**config.mk**
```make
export PLATFORM = sky130hd
export DESIGN_NAME = store_buffer
export DESIGN_NICKNAME = d
export VERILOG_FILES = /design/src/rtl/store_buffer.sv
export SDC_FILE = /design/constraint.sdc
export NUM_CORES = 1
export LEC_CHECK = 0
export BUFFER_PORTS_ARGS = -buffer_cell sky130_fd_sc_hd__buf_4
export CAP_MARGIN = 20
export CORE_MARGIN = 1
export CORE_UTILIZATION = 45
export DETAILED_ROUTE_END_ITERATION = 12
export GPL_ROUTABILITY_DRIVEN = 0
export PLACE_DENSITY = 0.65
export SLEW_MARGIN = 20
export SYNTH_ARGS = -nofsm -noshare
export SYNTH_HDL_FRONTEND = slang
export SYNTH_SLANG_ARGS = --single-unit
export TNS_END_PERCENT = 50
```
**constraint.sdc**
```tcl
create_clock -name clk -period 6 [get_ports clk]
set_input_delay 0.9 -clock clk [delete_from_list [all_inputs] [get_ports clk]]
set_output_delay 0.9 -clock clk [all_outputs]
set_load 0.005 [all_outputs]
```
**src/rtl/store_buffer.sv**
```systemverilog
// store_buffer: posted-write FIFO between the MEM stage and DataMemory.
// Stores are accepted in one cycle and drained in order whenever the memory
// port is not claimed by a load. Loads that overlap a pending store raise
// ld_hazard so MEM can stall until the conflicting store has retired.
module store_buffer #(
    parameter int DEPTH = 4,
    parameter int PTR_W = 2
) (
    input  logic             clk,
    input  logic             rst_n,
    // Store request from MEM
    input  logic             st_valid,
    output logic             st_ready,
    input  logic [31:0]      st_addr,
    input  logic [31:0]      st_data1,
    input  logic [31:0]      st_data2,
    input  logic             st_byte,
    input  logic             st_double,
    // Load overlap query from MEM
    input  logic             ld_valid,
    input  logic [31:0]      ld_addr,
    input  logic             ld_byte,
    input  logic             ld_double,
    output logic             ld_hazard,
    // DataMemory write port
    input  logic             mem_busy,
    output logic             mem_write,
    output logic [31:0]      mem_address,
    output logic [31:0]      mem_in1,
    output logic [31:0]      mem_in2,
    output logic             mem_byte,
    output logic             mem_dWrite,
    // Status
    output logic             empty,
    output logic [PTR_W:0]   count
);

    // Entry storage
    logic [31:0]      r_addr   [DEPTH];
    logic [31:0]      r_data1  [DEPTH];
    logic [31:0]      r_data2  [DEPTH];
    logic             r_byte   [DEPTH];
    logic             r_double [DEPTH];

    // Queue bookkeeping
    logic [PTR_W-1:0] r_wr_ptr;
    logic [PTR_W-1:0] r_rd_ptr;
    logic [PTR_W:0]   r_count;

    logic             w_full;
    logic             w_empty;
    logic             w_push;
    logic             w_pop;

    // Load overlap terms
    logic [3:0]       w_ld_len;
    logic [32:0]      w_ld_lo;
    logic [32:0]      w_ld_hi;
    logic [DEPTH-1:0] w_overlap;

    assign w_full   = (r_count == (PTR_W+1)'(DEPTH));
    assign w_empty  = (r_count == '0);

    // Acceptance depends on full alone, so a pop in the same cycle cannot
    // open a slot for a store that is being presented while full.
    assign st_ready = ~w_full;
    assign w_push   = st_valid & ~w_full;
    assign w_pop    = mem_write;

    assign empty    = w_empty;
    assign count    = r_count;

    // Head entry is always presented; only mem_write qualifies it.
    assign mem_write   = ~w_empty & ~mem_busy;
    assign mem_address = r_addr[r_rd_ptr];
    assign mem_in1     = r_data1[r_rd_ptr];
    assign mem_in2     = r_data2[r_rd_ptr];
    assign mem_dWrite  = r_double[r_rd_ptr];
    assign mem_byte    = r_byte[r_rd_ptr] & ~r_double[r_rd_ptr];

    // Capture a store into the tail slot when it is accepted
    // NOTE: the entry arrays carry no reset; validity comes solely from
    // rd_ptr/count, so stale contents are never observed as pending stores.
    always_ff @(posedge clk) begin
        if (w_push) begin
            r_addr[r_wr_ptr]   <= st_addr;
            r_data1[r_wr_ptr]  <= st_data1;
            r_data2[r_wr_ptr]  <= st_data2;
            r_byte[r_wr_ptr]   <= st_byte;
            r_double[r_wr_ptr] <= st_double;
        end
    end

    // Advance pointers and occupancy on push and/or retire
    always_ff @(posedge clk or negedge rst_n) begin
        if (!rst_n) begin
            r_wr_ptr <= '0;
            r_rd_ptr <= '0;
            r_count  <= '0;
        end else begin
            if (w_push) begin
                r_wr_ptr <= r_wr_ptr + PTR_W'(1);
            end
            if (w_pop) begin
                r_rd_ptr <= r_rd_ptr + PTR_W'(1);
            end
            case ({w_push, w_pop})
                2'b10:   r_count <= r_count + (PTR_W+1)'(1);
                2'b01:   r_count <= r_count - (PTR_W+1)'(1);
                default: r_count <= r_count;
            endcase
        end
    end

    // Byte range of the load, widened to 33 bits so the end never wraps to 0.
    assign w_ld_len = ld_double ? 4'd8 : (ld_byte ? 4'd1 : 4'd4);
    assign w_ld_lo  = {1'b0, ld_addr};
    assign w_ld_hi  = w_ld_lo + 33'(w_ld_len);

    // Per-slot overlap test; a slot is live if it lies within count of rd_ptr.
    for (genvar g = 0; g < DEPTH; g++) begin : g_entry
        logic [PTR_W-1:0] w_off;
        logic             w_live;
        logic [3:0]       w_len;
        logic [32:0]      w_lo;
        logic [32:0]      w_hi;

        assign w_off        = PTR_W'(g) - r_rd_ptr;
        assign w_live       = ({1'b0, w_off} < r_count);
        assign w_len        = r_double[g] ? 4'd8 : (r_byte[g] ? 4'd1 : 4'd4);
        assign w_lo         = {1'b0, r_addr[g]};
        assign w_hi         = w_lo + 33'(w_len);
        assign w_overlap[g] = w_live & (w_lo < w_ld_hi) & (w_ld_lo < w_hi);
    end

    assign ld_hazard = ld_valid & (|w_overlap);

endmodule

```
==> metrics.cfg <==
[clock_tree]
clk_pin_slew_ns=0.06
cts_made_buffers=41
clock-sinks=399
ctsHtreeMaxLevel=2
maximum_count_of_clock_buffers_along_a_single_path=3
cts_tree=done
ctsRootBufferMaster=sky130_fd_sc_hd__clkbuf_16
clk_latency_ns=0.59

[logic_synthesis]
ys_seq_elements=399
synth_edf_count=392
post_synth_instance_area_um2=23000
syn-instance-count=1644
cell_variety_after_synth=73
synth_flop_cell=sky130_fd_sc_hd__edfxtp_1
synth_sequential_area_ratio_pct=52.0
yosysWarnings=0
syn-mean-instance-area_um2=14.0
synth_nets=2055
ys_async_sr_fraction_pct=1.75

[global_route]
maximum_number_of_pins_on_one_net_before_global_route_repair=65
groute.usage.overall_pct=23.1
first_global_vias=15500
grt_pass1_wl_um=90100
grt_antenna_before_repair=9
grt-ovfl-total=0

[critical_path]
r2r_end=r_data1[3][28]
worstPathRequired_ns=5.10
cp_data_arrival_time_ns=4.96
start_to_end_type_of_the_worst_setup_path=input port to output pin
rr_worst_depth=4
worst_r2r_start=count[0]
crit_path_max_fanout=5
startpoint=ld_addr[2]
critical_path.startpoint_type=input port
setup.reg_to_reg.worst_slack_ns=3.16
nature_of_the_critical_path_endpoint=output pin
critical_path.endpoint=ld_hazard

[pwr]
power-per-cell-area_nw_per_um2=389
p_leak_nw=10.3
vdd_ir_drop_max_uv=297
report.power.total_mw=10.6

[cells_and_area]
post_route_cells_drive_above_1_share_pct=24.3
area_growth_pct=19.0
fillerInstances=4178
final_net_count=2345
final_cell_area_um2=27300

[timing]
post-route-min-period_ns=5.86
report.final.setup_viol=0
timing.final.max_slew_violations=0
maxClockFrequency_mhz=171
period_share_pct=97.7
slew_worst_pin_ns=1.02
finClkSkew_ns=0.0220
layout_setup_ws_ns=0.139
slew_headroom_pct=31.9
minimum_hold_slack_ns=0.126
timing.final.hold_violations=0

[detailed_routing]
route.detailed.vias_per_inst=5.79
drc=0
dr_total_vias=15300
detail_route.wl_per_cell_um=22.9
wl_um=60500
first_iter_violations=1113
router_iterations_before_antenna_repair=5
ant_nets=0

[placed_design]
dpl_cell_area_um2=25700
dpl.hpwl_um=45000
detailedPlace.worstSlack_ns=0.0940
portBuffers=241

[hold_path]
hold_class=input port to asynchronous set/reset pin

[floorplan]
floorplan.die_area_um2=51900
num_ports=242
die_w_um=228
initial_core_util_pct=45.7
floorplan_core_area_um2=50300
num_rows=82
floorplan.die.height_um=228

[flow_run]
maxCapViolations=0

[run_status]
run_status=complete, no violations

-- sequential cells by signal, summed over array words and instances, names as in the netlist --
signal	count
r_rd_ptr	2
r_wr_ptr	2
count	3
r_double	4
r_data2	128
r_data1	128
r_addr	128
r_byte	4
-- metrics by stage --
step	std cells	utilization, %	TNS (ns)
final	2643	54.3	0
after CTS	2631	54.0	0
after detailed placement	2555	51.2	0
after global routing	2643	54.3	-0.0109
after floorplan	1644	-	0
after global placement	2555	51.2	0
-- worst max-delay path: stages --
cell and delay (ns):
sky130_fd_sc_hd__buf_4 0.13, sky130_fd_sc_hd__ha_1 0.32, sky130_fd_sc_hd__a31oi_1 0.13, sky130_fd_sc_hd__nor2_1 0.11, sky130_fd_sc_hd__nor2_1 0.07, sky130_fd_sc_hd__or3_1 0.48
sky130_fd_sc_hd__buf_4 0.20, sky130_fd_sc_hd__nor2_1 0.11, sky130_fd_sc_hd__and4_1 0.22, sky130_fd_sc_hd__xnor2_1 0.13, sky130_fd_sc_hd__ha_1 0.33, sky130_fd_sc_hd__nand2_1 0.07
sky130_fd_sc_hd__nor2_1 0.15, sky130_fd_sc_hd__nand4_1 0.11, sky130_fd_sc_hd__o211ai_1 0.27, sky130_fd_sc_hd__maj3_2 0.28, sky130_fd_sc_hd__a31oi_1 0.10, sky130_fd_sc_hd__o311ai_1 0.39
sky130_fd_sc_hd__nand4_1 0.24, sky130_fd_sc_hd__buf_4 0.20
-- worst min path at each step --
| stage | startpoint | endpoint | cells after the start |
|---|---|---|---|
| 2_1_floorplan | count[1] | count[1] | 2 |
| 3_3_place_gp | count[1] | count[1] | 2 |
| 3_5_place_dp | count[1] | count[1] | 2 |
| 4_1_cts | rst_n | r_wr_ptr[1] | 1 |
| 5_1_grt | rst_n | r_wr_ptr[0] | 1 |
| 6_report | rst_n | r_wr_ptr[1] | 1 |
-- logic make-up (layout without fill, tap and decap cells) --
family	Yosys count	in the layout	share of synthesized area (%)
xor+xnor	157	157	6.02
compound gates	242	242	7.01
other cells	0	4	0
simple gates	420	420	9.44
mux	98	98	9.61
flops	399	399	52.0
buf+inv	52	375	0.855
fa+ha+maj	276	276	15.1
-- placed cells by master (no fill, tap or decap), types with 4 or more instances in the layout --
cell type,count
sky130_fd_sc_hd__inv_6,4
sky130_fd_sc_hd__dfrtp_1,5
sky130_fd_sc_hd__clkbuf_1,6
sky130_fd_sc_hd__inv_1,26
sky130_fd_sc_hd__edfxtp_1,392
sky130_fd_sc_hd__o2111ai_1,5
sky130_fd_sc_hd__o21ai_0,44
sky130_fd_sc_hd__clkinv_2,6
sky130_fd_sc_hd__diode_2,4
sky130_fd_sc_hd__ha_1,273
sky130_fd_sc_hd__and4_1,14
sky130_fd_sc_hd__and3_1,26
sky130_fd_sc_hd__nor2b_1,22
sky130_fd_sc_hd__a211o_1,10
sky130_fd_sc_hd__or3_1,7
sky130_fd_sc_hd__and2_1,6
sky130_fd_sc_hd__a31oi_1,11
sky130_fd_sc_hd__xor2_1,76
sky130_fd_sc_hd__nand2b_1,8
sky130_fd_sc_hd__nand2_1,88
sky130_fd_sc_hd__mux4_2,98
sky130_fd_sc_hd__nor2_1,90
sky130_fd_sc_hd__o21a_1,7
sky130_fd_sc_hd__and3_4,4
sky130_fd_sc_hd__a21o_1,47
sky130_fd_sc_hd__clkbuf_16,41
sky130_fd_sc_hd__nand3_1,55
sky130_fd_sc_hd__a21oi_1,58
sky130_fd_sc_hd__bufinv_16,6
sky130_fd_sc_hd__o211ai_1,8
sky130_fd_sc_hd__buf_4,272
sky130_fd_sc_hd__nor2_2,4
sky130_fd_sc_hd__nor3_1,16
sky130_fd_sc_hd__clkinv_1,8
sky130_fd_sc_hd__a211oi_1,14
sky130_fd_sc_hd__xnor2_1,77
sky130_fd_sc_hd__nand4_1,48
-- report_power, final --
group          switching, mW  leakage, nW  internal, mW  total, mW
Clock                   1.11        0.685          1.54       2.65
Sequential             0.523         3.67          3.69       4.21
Combinational           1.85         5.99          1.92       3.77
-- final cells by class --
cell class / instances / area, µm² / share of cell area, %
clock buffers: 47 / 1050 / 3.84
flip-flops and latches: 399 / 12000 / 43.8
well taps: 672 / 841 / 3.08
repair buffers: 273 / 2060 / 7.55
multi-input cells: 1193 / 11000 / 40.1
diodes: 4 / 10.0 / 0.0366
clock inverters: 29 / 352 / 1.29
inverters: 26 / 97.6 / 0.357
-- repair_timing --
action | in CTS | in global routing
hold buffers | 0 | 0
gates resized for setup | 4 | 23
buffers inserted | 0 | 8
cloned | 0 | 0
setup endpoints to repair | 1 | 1
pin swaps | 0 | 6
-- cells in the mapped netlist, types with 3 or more instances --
cell,instances,area (µm²)
sky130_fd_sc_hd__edfxtp_1,392,11800
sky130_fd_sc_hd__ha_1,273,3420
sky130_fd_sc_hd__mux4_2,98,2210
sky130_fd_sc_hd__nor2_1,95,357
sky130_fd_sc_hd__nand2_1,89,334
sky130_fd_sc_hd__xnor2_1,78,683
sky130_fd_sc_hd__xor2_1,78,683
sky130_fd_sc_hd__a21oi_1,61,305
sky130_fd_sc_hd__nand3_1,55,275
sky130_fd_sc_hd__nand4_1,48,300
sky130_fd_sc_hd__a21o_1,47,353
sky130_fd_sc_hd__o21ai_0,44,220
sky130_fd_sc_hd__and3_1,30,188
sky130_fd_sc_hd__inv_1,26,97.6
sky130_fd_sc_hd__nor2b_1,23,144
sky130_fd_sc_hd__nor3_1,18,90.1
sky130_fd_sc_hd__clkbuf_1,15,56.3
sky130_fd_sc_hd__a211oi_1,14,105
sky130_fd_sc_hd__and4_1,14,123
sky130_fd_sc_hd__a31oi_1,12,75.1
sky130_fd_sc_hd__a211o_1,10,87.6
sky130_fd_sc_hd__buf_1,10,37.5
sky130_fd_sc_hd__nand2b_1,8,50.1
sky130_fd_sc_hd__o211ai_1,8,60.1
sky130_fd_sc_hd__or3_1,8,50.1
sky130_fd_sc_hd__and2_1,7,43.8
sky130_fd_sc_hd__dfrtp_1,7,175
sky130_fd_sc_hd__o21a_1,7,52.6
sky130_fd_sc_hd__nor4_1,5,31.3
sky130_fd_sc_hd__o2111ai_1,5,43.8
sky130_fd_sc_hd__a2111oi_0,4,35.0
sky130_fd_sc_hd__a41o_1,3,30.0
sky130_fd_sc_hd__nor3b_1,3,22.5
-- per-layer routing --
layer	wire [µm]	up-vias	track usage, %
met2	29100	460	38.4
met4	1450	10	6.90
met5	64	-	0
met3	5100	84	6.30
li1	-	7124	-
met1	24800	7632	29.5
(Power assumes the default switching activity.)
